`src/rtl/gpsdc_pkg.sv`:
```
// Shared types and widths for the GPS distance calculator fix streamer.
package gpsdc_pkg;

    localparam int COORD_W = 24;
    localparam int D_W     = 40;
    localparam int A_W     = 64;

    typedef enum logic [1:0] {
        IDLE   = 2'd0,
        GAP    = 2'd1,
        WAIT_V = 2'd2
    } state_t;

    typedef struct packed {
        logic [COORD_W-1:0] lon;
        logic [COORD_W-1:0] lat;
    } fix_t;

endpackage

```
`src/rtl/gpsdc_fix_fifo.sv`:
```
// Synchronous FIFO holding packed fix_t entries between the upstream source
// and the issue FSM. DEPTH must be a power of two so pointers wrap naturally.
module gpsdc_fix_fifo
    import gpsdc_pkg::*;
#(
    parameter int DEPTH = 4
) (
    input  logic                   clk,
    input  logic                   reset_n,
    input  logic                   push,
    input  logic                   pop,
    input  logic [2*COORD_W-1:0]   wdata,
    output logic [2*COORD_W-1:0]   rdata,
    output logic                   full,
    output logic                   empty
);

    localparam int AW = (DEPTH > 1) ? $clog2(DEPTH) : 1;
    localparam logic [AW:0] FULL_CNT = (AW+1)'(DEPTH);

    logic [2*COORD_W-1:0] mem_q [DEPTH];
    logic [2*COORD_W-1:0] mem_d [DEPTH];
    logic [AW-1:0]        wr_ptr_q, wr_ptr_d;
    logic [AW-1:0]        rd_ptr_q, rd_ptr_d;
    logic [AW:0]          count_q, count_d;
    logic                 do_push_s;
    logic                 do_pop_s;

    assign full      = (count_q == FULL_CNT);
    assign empty     = (count_q == (AW+1)'(0));
    assign rdata     = mem_q[rd_ptr_q];
    assign do_push_s = push & ~full;
    assign do_pop_s  = pop & ~empty;

    // Next-state for storage, pointers and occupancy.
    always_comb begin
        for (int i = 0; i < DEPTH; i++) begin
            mem_d[i] = mem_q[i];
        end
        wr_ptr_d = wr_ptr_q;
        rd_ptr_d = rd_ptr_q;
        if (do_push_s) begin
            mem_d[wr_ptr_q] = wdata;
            wr_ptr_d        = wr_ptr_q + AW'(1);
        end else begin
            wr_ptr_d = wr_ptr_q;
        end
        if (do_pop_s) begin
            rd_ptr_d = rd_ptr_q + AW'(1);
        end else begin
            rd_ptr_d = rd_ptr_q;
        end
        case ({do_push_s, do_pop_s})
            2'b10:   count_d = count_q + (AW+1)'(1);
            2'b01:   count_d = count_q - (AW+1)'(1);
            default: count_d = count_q;
        endcase
    end

    // FIFO state registers.
    always_ff @(posedge clk or negedge reset_n) begin
        if (!reset_n) begin
            for (int i = 0; i < DEPTH; i++) begin
                mem_q[i] <= '0;
            end
            wr_ptr_q <= '0;
            rd_ptr_q <= '0;
            count_q  <= '0;
        end else begin
            for (int i = 0; i < DEPTH; i++) begin
                mem_q[i] <= mem_d[i];
            end
            wr_ptr_q <= wr_ptr_d;
            rd_ptr_q <= rd_ptr_d;
            count_q  <= count_d;
        end
    end

endmodule

```
`src/rtl/gpsdc_fix_streamer.sv`:
```
// Feeds buffered GPS fixes to the distance calculator one DEN strobe at a
// time and captures its D/a results into a single-entry handshake slot.
// Optional WAIT_V timeout enabled by defining GPSDC_STREAM_TIMEOUT_EN.
module gpsdc_fix_streamer
    import gpsdc_pkg::*;
#(
    parameter int DEPTH     = 4,
    parameter int FIRST_GAP = 16,
    parameter int TIMEOUT   = 64
) (
    input  logic               clk,
    input  logic               reset_n,
    input  logic               in_valid,
    output logic               in_ready,
    input  logic [COORD_W-1:0] in_lon,
    input  logic [COORD_W-1:0] in_lat,
    input  logic               track_clr,
    output logic               DEN,
    output logic [COORD_W-1:0] LON_IN,
    output logic [COORD_W-1:0] LAT_IN,
    input  logic               Valid,
    input  logic [D_W-1:0]     D,
    input  logic [A_W-1:0]     a,
    output logic               res_valid,
    input  logic               res_ready,
    output logic [D_W-1:0]     res_d,
    output logic [A_W-1:0]     res_a,
    output logic [7:0]         res_seq,
    output logic               res_timeout
);

    // One down-counter serves both the post-first-fix gap and the Valid
    // timeout, so it is sized for the larger of the two.
    localparam int CNT_MAX = (FIRST_GAP > TIMEOUT) ? FIRST_GAP : TIMEOUT;
    localparam int CW      = $clog2(CNT_MAX) + 1;
    localparam logic [CW-1:0] GAP_INIT = CW'(FIRST_GAP - 1);
`ifdef GPSDC_STREAM_TIMEOUT_EN
    localparam logic [CW-1:0] TO_INIT  = CW'(TIMEOUT - 1);
`endif

    state_t               state_q, state_d;
    logic [CW-1:0]        cnt_q, cnt_d;
    logic                 first_flag_q, first_flag_d;
    logic                 clr_pend_q, clr_pend_d;
    logic                 den_q, den_d;
    logic [COORD_W-1:0]   lon_in_q, lon_in_d;
    logic [COORD_W-1:0]   lat_in_q, lat_in_d;
    logic                 res_valid_q, res_valid_d;
    logic [D_W-1:0]       res_d_q, res_d_d;
    logic [A_W-1:0]       res_a_q, res_a_d;
    logic [7:0]           res_seq_q, res_seq_d;
    logic [7:0]           seq_q, seq_d;
    logic                 first_eff_s;
    logic                 pop_s;
    logic                 fifo_full_s;
    logic                 fifo_empty_s;
    logic [2*COORD_W-1:0] fifo_rdata_s;
    fix_t                 head_s;
`ifdef GPSDC_STREAM_TIMEOUT_EN
    logic                 res_timeout_q, res_timeout_d;
`endif

    gpsdc_fix_fifo #(.DEPTH(DEPTH)) u_fifo (
        .clk     (clk),
        .reset_n (reset_n),
        .push    (in_valid & ~fifo_full_s),
        .pop     (pop_s),
        .wdata   ({in_lon, in_lat}),
        .rdata   (fifo_rdata_s),
        .full    (fifo_full_s),
        .empty   (fifo_empty_s)
    );

    assign head_s    = fifo_rdata_s;
    assign in_ready  = ~fifo_full_s;
    assign DEN       = den_q;
    assign LON_IN    = lon_in_q;
    assign LAT_IN    = lat_in_q;
    assign res_valid = res_valid_q;
    assign res_d     = res_d_q;
    assign res_a     = res_a_q;
    assign res_seq   = res_seq_q;
`ifdef GPSDC_STREAM_TIMEOUT_EN
    assign res_timeout = res_timeout_q;
`else
    assign res_timeout = 1'b0;
`endif

    // Issue/wait FSM next-state and result slot update.
    always_comb begin
        state_d      = state_q;
        cnt_d        = cnt_q;
        first_flag_d = first_flag_q;
        clr_pend_d   = clr_pend_q | track_clr;
        den_d        = 1'b0;
        lon_in_d     = lon_in_q;
        lat_in_d     = lat_in_q;
        res_d_d      = res_d_q;
        res_a_d      = res_a_q;
        res_seq_d    = res_seq_q;
        seq_d        = seq_q;
        first_eff_s  = first_flag_q;
        pop_s        = 1'b0;
`ifdef GPSDC_STREAM_TIMEOUT_EN
        res_timeout_d = res_timeout_q;
`endif
        if (res_valid_q && res_ready) begin
            res_valid_d = 1'b0;
        end else begin
            res_valid_d = res_valid_q;
        end

        case (state_q)
            IDLE: begin
                // A pending track clear takes effect before this cycle's issue.
                first_eff_s  = first_flag_q | clr_pend_q;
                first_flag_d = first_eff_s;
                clr_pend_d   = track_clr;
                if (!fifo_empty_s && !res_valid_q) begin
                    pop_s    = 1'b1;
                    den_d    = 1'b1;
                    lon_in_d = head_s.lon;
                    lat_in_d = head_s.lat;
                    if (first_eff_s) begin
                        first_flag_d = 1'b0;
                        cnt_d        = GAP_INIT;
                        state_d      = GAP;
                    end else begin
`ifdef GPSDC_STREAM_TIMEOUT_EN
                        cnt_d   = TO_INIT;
`endif
                        state_d = WAIT_V;
                    end
                end else begin
                    state_d = IDLE;
                end
            end
            GAP: begin
                if (cnt_q == CW'(0)) begin
                    state_d = IDLE;
                end else begin
                    cnt_d = cnt_q - CW'(1);
                end
            end
            WAIT_V: begin
                // Valid wins over an expiry landing on the same cycle.
                if (Valid) begin
                    res_valid_d = 1'b1;
                    res_d_d     = D;
                    res_a_d     = a;
                    res_seq_d   = seq_q;
                    seq_d       = seq_q + 8'd1;
`ifdef GPSDC_STREAM_TIMEOUT_EN
                    res_timeout_d = 1'b0;
`endif
                    state_d     = IDLE;
                end
`ifdef GPSDC_STREAM_TIMEOUT_EN
                else if (cnt_q == CW'(0)) begin
                    res_valid_d   = 1'b1;
                    res_d_d       = '0;
                    res_a_d       = '0;
                    res_seq_d     = seq_q;
                    seq_d         = seq_q + 8'd1;
                    res_timeout_d = 1'b1;
                    cnt_d         = GAP_INIT;
                    state_d       = GAP;
                end else begin
                    cnt_d = cnt_q - CW'(1);
                end
`else
                else begin
                    state_d = WAIT_V;
                end
`endif
            end
            default: begin
                state_d = IDLE;
            end
        endcase
    end

    // FSM and output registers.
    always_ff @(posedge clk or negedge reset_n) begin
        if (!reset_n) begin
            state_q      <= IDLE;
            cnt_q        <= '0;
            first_flag_q <= 1'b1;
            clr_pend_q   <= 1'b0;
            den_q        <= 1'b0;
            lon_in_q     <= '0;
            lat_in_q     <= '0;
            res_valid_q  <= 1'b0;
            res_d_q      <= '0;
            res_a_q      <= '0;
            res_seq_q    <= 8'd0;
            seq_q        <= 8'd0;
`ifdef GPSDC_STREAM_TIMEOUT_EN
            res_timeout_q <= 1'b0;
`endif
        end else begin
            state_q      <= state_d;
            cnt_q        <= cnt_d;
            first_flag_q <= first_flag_d;
            clr_pend_q   <= clr_pend_d;
            den_q        <= den_d;
            lon_in_q     <= lon_in_d;
            lat_in_q     <= lat_in_d;
            res_valid_q  <= res_valid_d;
            res_d_q      <= res_d_d;
            res_a_q      <= res_a_d;
            res_seq_q    <= res_seq_d;
            seq_q        <= seq_d;
`ifdef GPSDC_STREAM_TIMEOUT_EN
            res_timeout_q <= res_timeout_d;
`endif
        end
    end

endmodule

```
`config.mk`:
```
export PLATFORM = sky130hd
export DESIGN_NAME = gpsdc_fix_streamer
export DESIGN_NICKNAME = d
export VERILOG_FILES = /design/src/rtl/gpsdc_pkg.sv /design/src/rtl/gpsdc_fix_fifo.sv /design/src/rtl/gpsdc_fix_streamer.sv
export SDC_FILE = /design/constraint.sdc
export NUM_CORES = 1
export LEC_CHECK = 0
export ABC_CLOCK_PERIOD_IN_PS = 3000
export CAP_MARGIN = 40
export CORE_MARGIN = 2
export CORE_UTILIZATION = 52
export DETAILED_ROUTE_END_ITERATION = 16
export PLACE_DENSITY = 0.82
export RECOVER_POWER = 100
export SLEW_MARGIN = 20
export SYNTH_ARGS = -nofsm -noshare
export SYNTH_HDL_FRONTEND = slang
export SYNTH_SLANG_ARGS = --single-unit
```
`constraint.sdc`:
```
create_clock -name clk -period 3 [get_ports clk]
set_clock_uncertainty 0.15 [all_clocks]
set_input_delay 0.45 -clock clk [delete_from_list [all_inputs] [get_ports clk]]
set_output_delay 0.45 -clock clk [all_outputs]
set_load 0.005 [all_outputs]
```
==> results of run 1 <==
==> critical path: cells and delay by family (launching register included) <==
family | cells | cell delay (ns)
AND/OR/NAND/NOR | 2 | 0.68
buffers and inverters | 1 | 0.79
multiplexers | 1 | 0.43
flip-flops | 1 | 0.42
AO/OA/AOI/OAI | 1 | 0.14
==> kinds of logic after synthesis <==
group,count (synthesis)
muxes,290
DFF,380
and+or+nand+nor,375
xor gates and xnor gates,16
buffers and inverters,77
AOI/OAI and AO/OA,18
adders and majority gates,9
other,1
==> state kept, by name (all words and copies together) (netlist names), 2 cells and up <==
register         flops
u_fifo.mem_q       192
res_a               64
res_d               40
LAT_IN              24
LON_IN              24
res_seq              8
seq_q                8
cnt_q                7
u_fifo.count_q       3
state_q              2
u_fifo.rd_ptr_q      2
u_fifo.wr_ptr_q      2
==> report_power, final <==
group          switching, mW  internal (mW)  total (mW)  leakage [nW]
Sequential              1.11           6.99        8.10          4.77
Clock                   1.96           2.92        4.88         0.651
Combinational           2.08           3.67        5.75          4.35
Total                   5.15           13.6        18.7          9.77
==> cell usage in the layout, fill, tap and decap left out, types with 2 or more instances in the layout <==
| cell | Yosys | layout |
|---|---|---|
| a31oi_1 | 2 | 2 |
| dlygate4sd3_1 | 0 | 164 |
| clkinv_4 | 0 | 2 |
| clkinv_8 | 1 | 2 |
| inv_1 | 13 | 13 |
| o21ai_0 | 6 | 7 |
| clkinv_2 | 0 | 7 |
| mux2_4 | 18 | 3 |
| o22a_2 | 2 | 2 |
| mux2_2 | 220 | 219 |
| clkbuf_16 | 0 | 40 |
| nand4_1 | 2 | 2 |
| ha_1 | 8 | 8 |
| nand3b_1 | 2 | 2 |
| dfrtp_2 | 0 | 2 |
| nor2_1 | 10 | 10 |
| a21oi_1 | 2 | 2 |
| clkdlybuf4s50_1 | 0 | 156 |
| nand3_1 | 3 | 3 |
| clkbuf_8 | 0 | 9 |
| diode_2 | 0 | 3 |
| dfrtp_1 | 379 | 377 |
| nand2_1 | 346 | 344 |
| nand2b_1 | 2 | 2 |
| mux4_2 | 48 | 48 |
| xnor2_1 | 11 | 11 |
| buf_12 | 5 | 3 |
| clkbuf_1 | 21 | 13 |
| buf_4 | 6 | 4 |
| bufinv_16 | 0 | 3 |
| xor2_1 | 5 | 5 |
| nand2_2 | 0 | 2 |
| clkbuf_2 | 0 | 10 |
| mux2_1 | 3 | 19 |
| nor3_1 | 3 | 3 |
==> layout make-up <==
type | count | area (um2) | share of cell area [%]
Multi-Input combinational cell | 709 | 5680 | 27.7
Antenna cell | 3 | 7.51 | 0.0367
Sequential cell | 380 | 9510 | 46.5
Inverter | 14 | 65.1 | 0.318
Timing Repair Buffer | 350 | 3410 | 16.6
Clock inverter | 15 | 175 | 0.856
Tap cell | 390 | 488 | 2.38
Clock buffer | 52 | 1140 | 5.55
==> per-stage QoR <==
stage	power (mW)	utilization, %	cell area [um2]
after floorplan	12.1	-	15700
final	18.7	68.9	20500
after global routing	19.8	68.9	20500
after CTS	19.3	69.5	20600
after global placement	14.0	65.0	19300
after detailed placement	14.3	65.0	19300
==> routing by layer <==
layer	up-vias	global-route usage, %
met2	281	40.2
met4	2	9.36
met3	83	5.29
li1	4608	-
met1	5203	28.6
met5	-	0
==> worst min path at each step <==
stage	start	end	slack [ns]
5_1_grt	a[45]	res_a[45]	0.30
3_5_place_dp	res_a[6]	res_a[6]	0.31
2_1_floorplan	reset_n	DEN	0.004
4_1_cts	a[45]	res_a[45]	0.29
6_report	a[25]	res_a[25]	0.31
3_3_place_gp	res_a[41]	res_a[41]	0.31
==> impl_metrics.ini, run 1 <==
[min_path]
min_path_cells = 3
hp-class = primary input to flop

[yosys]
synth_top_family_by_area = multiplexers
synthAdderAreaFrac_pct = 0.763
synth_compound_area_share_pct = 0.922
ys_ff_latch = 380
synth_top_area_share_pct = 60.2
synth-edff-count = 0
synth_simple_gate_area_share_pct = 9.27
synth-main-ff-cell = dfrtp_1
synth_area_leaders = dfrtp_1 (60%), mux2_2 (16%), nand2_1 (8.2%), mux4_2 (6.9%), mux2_4 (1.7%)
synthMuxAreaShare_pct = 24.6
ys_types = 44
synth_area_um2 = 15700
synth_xor_area_share_pct = 0.890
synth.most_common_cell = dfrtp_1
syn_avg_cell_area_um2 = 13.5
yosysWarnings = 0
yosys-top-cells-count = dfrtp_1 (379), nand2_1 (346), mux2_2 (220)
seq_area_frac_synth_pct = 60.4
yosysTopAreaCell = dfrtp_1
async_reset_ff_share_pct = 100
syn_nets = 1333
synthCells = 1166

[placement]
hpwlAfterDp_um = 25100
port_buffers = 320
place.gp.congestion = 0.842
dp.cells = 1842
post-place-ws_ns = 0.370

[routing]
wl_met3_um = 2430
vias_per_cell = 5.32
highest_layer = met5
dr_wl_met2_um = 18400
wl_um = 36500
dr.pass1.iters = 4
drt_first_iter_violations = 507
drtAntennaViolNets = 0
route.layer.met1.wl_um = 14200
vias = 10200
drc = 0
wl_per_cell_um = 19.1

[clock_tree]
cts_buffers = 39
holdBufCountCts = 1
clk_latency_ns = 0.52
postCtsSetupBuffers = 0
root_buffer = clkbuf_16
cts-htree-levels = 2
path_clk_slew_ns = 0.06
clk_path_buf_depth = 3
cts_tree = built
clock-sinks = 380
ctsResizeCount = 0

[worst_setup_path]
worstReg2RegEnd = u_fifo.mem_q[96]
worstSetupPathType = flop to flop
r2r.worst_path.cells = 5
r2r-start = u_fifo.count_q[0]
crit_chain = nor2_1, a21boi_4, nand2_1, clkbuf_2, mux2_2
crit_arrival_ns = 3.00
critPathLaunch = u_fifo.count_q[0]
start_kind = flop
cp_max_fo = 28
max_stage_delay_ns = 0.79
cp.required_ns = 3.26
slowest_stage = clkbuf_2
worstSetupEndpoint = u_fifo.mem_q[96]
endpoint_kind = flop
regToRegSetupSlack_ns = 0.26

[finish]
final_layout_size_suffix_gt1_share_pct = 24.1
layout.nets = 1661
fin_cells = 1913
nFillCells = 2050
syn_to_final_growth_pct = 30.0

[floorplan]
die_x_um = 178
ios = 322
initial_core_util_pct = 53.0
die_h_um = 178
core_area_um2 = 29700
num_rows = 63
die_area_um2 = 31700

[power]
power_per_cell_area_nw_per_um2 = 915
peakVddDrop_uv = 642
leakage_nw = 9.77

[sta]
worst_pin_slew_ns = 1.47
fin_crit_ns = 2.74
setup_viol = 0
timing.final.crit_share_pct = 91.4
holdWs_ns = 0.312
finalHoldViolCount = 0
rsz0062_at_grt = no
drv_slew = 0
slew_headroom_pct = 1.92
layout_setup_ws_ns = 0.258
fmaxAchievable_mhz = 365
tns_ns = 0

[grt]
grt_usage_pct = 23.3
antenna_found_initial = 4
grt_pass1_wl_um = 57600
grt_overflow_total = 0
grt_max_degree = 80
first_global_vias = 10700

[outcome]
status = completed

[job]
maxCapViolCount = 0
No activity file was read; power rests on OpenSTA's default activity.
==> run 2, diff against run 1 <==
CORE_ASPECT_RATIO = 1.75   (was default)
CORE_MARGIN = default   (was 2)
GPL_ROUTABILITY_DRIVEN = 0   (was default)
==> run 2 against run 1 <==
  * The run now ends with max-capacitance violations, max-slew violations left
  * Cell area is 1.0% lower
  * Maximum frequency is 2.2% higher
  * Final cell count is 0.89% lower
  * Worst setup slack improved by 0.058 ns
  * Sequential share of layout area increased by 0.50 points
  * Critical path type unchanged
  * Largest power group unchanged
==> impl_metrics.ini, run 2 (synthesized netlist as in run 1, its figures left out) <==
[routing]
wl_um = 37300
vias = 10100
drt_first_iter_violations = 342
drtAntennaViolNets = 0
wl_per_cell_um = 19.7
drc = 0
vias_per_cell = 5.31
dr.pass1.iters = 4

[finish]
final_layout_size_suffix_gt1_share_pct = 23.4
final_cell_mix = dfrtp_1 (377), nand2_1 (344), mux2_2 (219), dlygate4sd3_1 (164), clkdlybuf4s50_1 (156)
fin_cells = 1896
final_common_cell = dfrtp_1
top_register = u_fifo.mem_q
layout.nets = 1657
antenna_cells = 0
syn_to_final_growth_pct = 28.7
nFillCells = 2102
largest_reg_flops = 192
design_area_um2 = 20300

[sta]
drv_slew = 34
finalHoldViolCount = 0
layout_setup_ws_ns = 0.316
holdWs_ns = 0.305
slew_headroom_pct = -3.11
rsz0062_at_grt = no
fin_crit_ns = 2.68
worst_pin_slew_ns = 1.55
setup_viol = 0
timing.final.crit_share_pct = 89.5
fmaxAchievable_mhz = 373
tns_ns = 0

[power]
peakVddDrop_uv = 671
leakage_nw = 9.66
power_per_cell_area_nw_per_um2 = 900

[outcome]
violations = max-capacitance violations, max-slew violations
status = complete, but fails checks

[worst_setup_path]
crit_chain = nor2_1, a21boi_4, nand2_2, buf_2, mux2_2
start_kind = flop
worstSetupPathType = flop to flop
cp_max_fo = 48
critPathTopFamily = buffers and inverters
max_stage_delay_ns = 1.05
endpoint_kind = flop
cp_num_buf_inv = 1
cp.required_ns = 3.25
slowest_stage = buf_2
crit_arrival_ns = 2.93

[clock_tree]
ctsResizeCount = 0
clock-sinks = 380
root_buffer = clkbuf_16
path_clk_slew_ns = 0.07
cts_buffers = 35
clk_path_buf_depth = 3
cts-htree-levels = 2
clk_latency_ns = 0.52
cts_tree = built

[placement]
hpwlAfterDp_um = 25000
place_area_um2 = 19400
port_buffers = 320
post-place-ws_ns = 0.369
dp.cells = 1833

[floorplan]
num_rows = 83
initial_core_util_pct = 53.2
core_area_um2 = 29600
ios = 322
die_x_um = 134
die_h_um = 232
die_area_um2 = 31000

[grt]
grt_max_degree = 88
grt_overflow_total = 0
grt_usage_pct = 24.9
antenna_found_initial = 0
grt_pass1_wl_um = 59000
first_global_vias = 10800

[min_path]
hp-class = primary input to flop

[job]
maxCapViolCount = 1
## run 2: worst register-to-register path: cells and delay by family (launching register included)
family,cells,cell delay (ns)
buffers and inverters,1,1.05
AOI/OAI and AO/OA,1,0.15
and+or+nand+nor,2,0.34
muxes,1,0.46
DFF,1,0.41
## run 2: layer usage
metal	up-vias	routed length (um)	GRT usage (%)
met2	308	19700	44.9
met3	61	2220	4.72
met4	0	1180	9.34
li1	4583	-	-
met1	5109	14300	29.3
met5	-	0	0
## run 2: stage by stage
stage	utilization (%)	total power [mW]
floorplan	-	12.1
global placement	65.3	14.1
detailed placement	65.4	14.4
CTS	69.2	18.8
global route	68.5	19.2
finish	68.5	18.2
## run 2: repair_timing
action | CTS | global route
hold endpoints to repair | 77 | 0
hold buffers | 1 | 0
setup buffers | 0 | 0
## run 2: power by group
part / switching [mW] / internal (mW)
registers: 1.11 / 6.99
clock network: 1.88 / 2.42
logic: 2.17 / 3.67
## run 2: area by class of cell
cell class,count,area [um2],share of cell area [%]
clock buffers,49,998,4.93
clock inverters,12,98.8,0.488
inverters,14,65.1,0.321
multi-input cells,709,5670,28.0
flip-flops and latches,380,9520,47.0
well taps,382,478,2.36
repair buffers,350,3440,17.0
## run 2: final timing paths
check | startpoint | to | slack, ns | cells after the start
worst max-delay path | u_fifo.count_q[0] | u_fifo.mem_q[61] | 0.32 | 5
worst min-delay path | a[61] | res_a[61] | 0.30 | 3
worst max register to register | u_fifo.count_q[0] | u_fifo.mem_q[61] | 0.32 | 5
worst min register to register | res_d[20] | res_d[20] | 0.32 | 2
max in group asynchronous | reset_n | LAT_IN[11] | 0.57 | 3
min in group asynchronous | reset_n | res_a[54] | 0.34 | 2
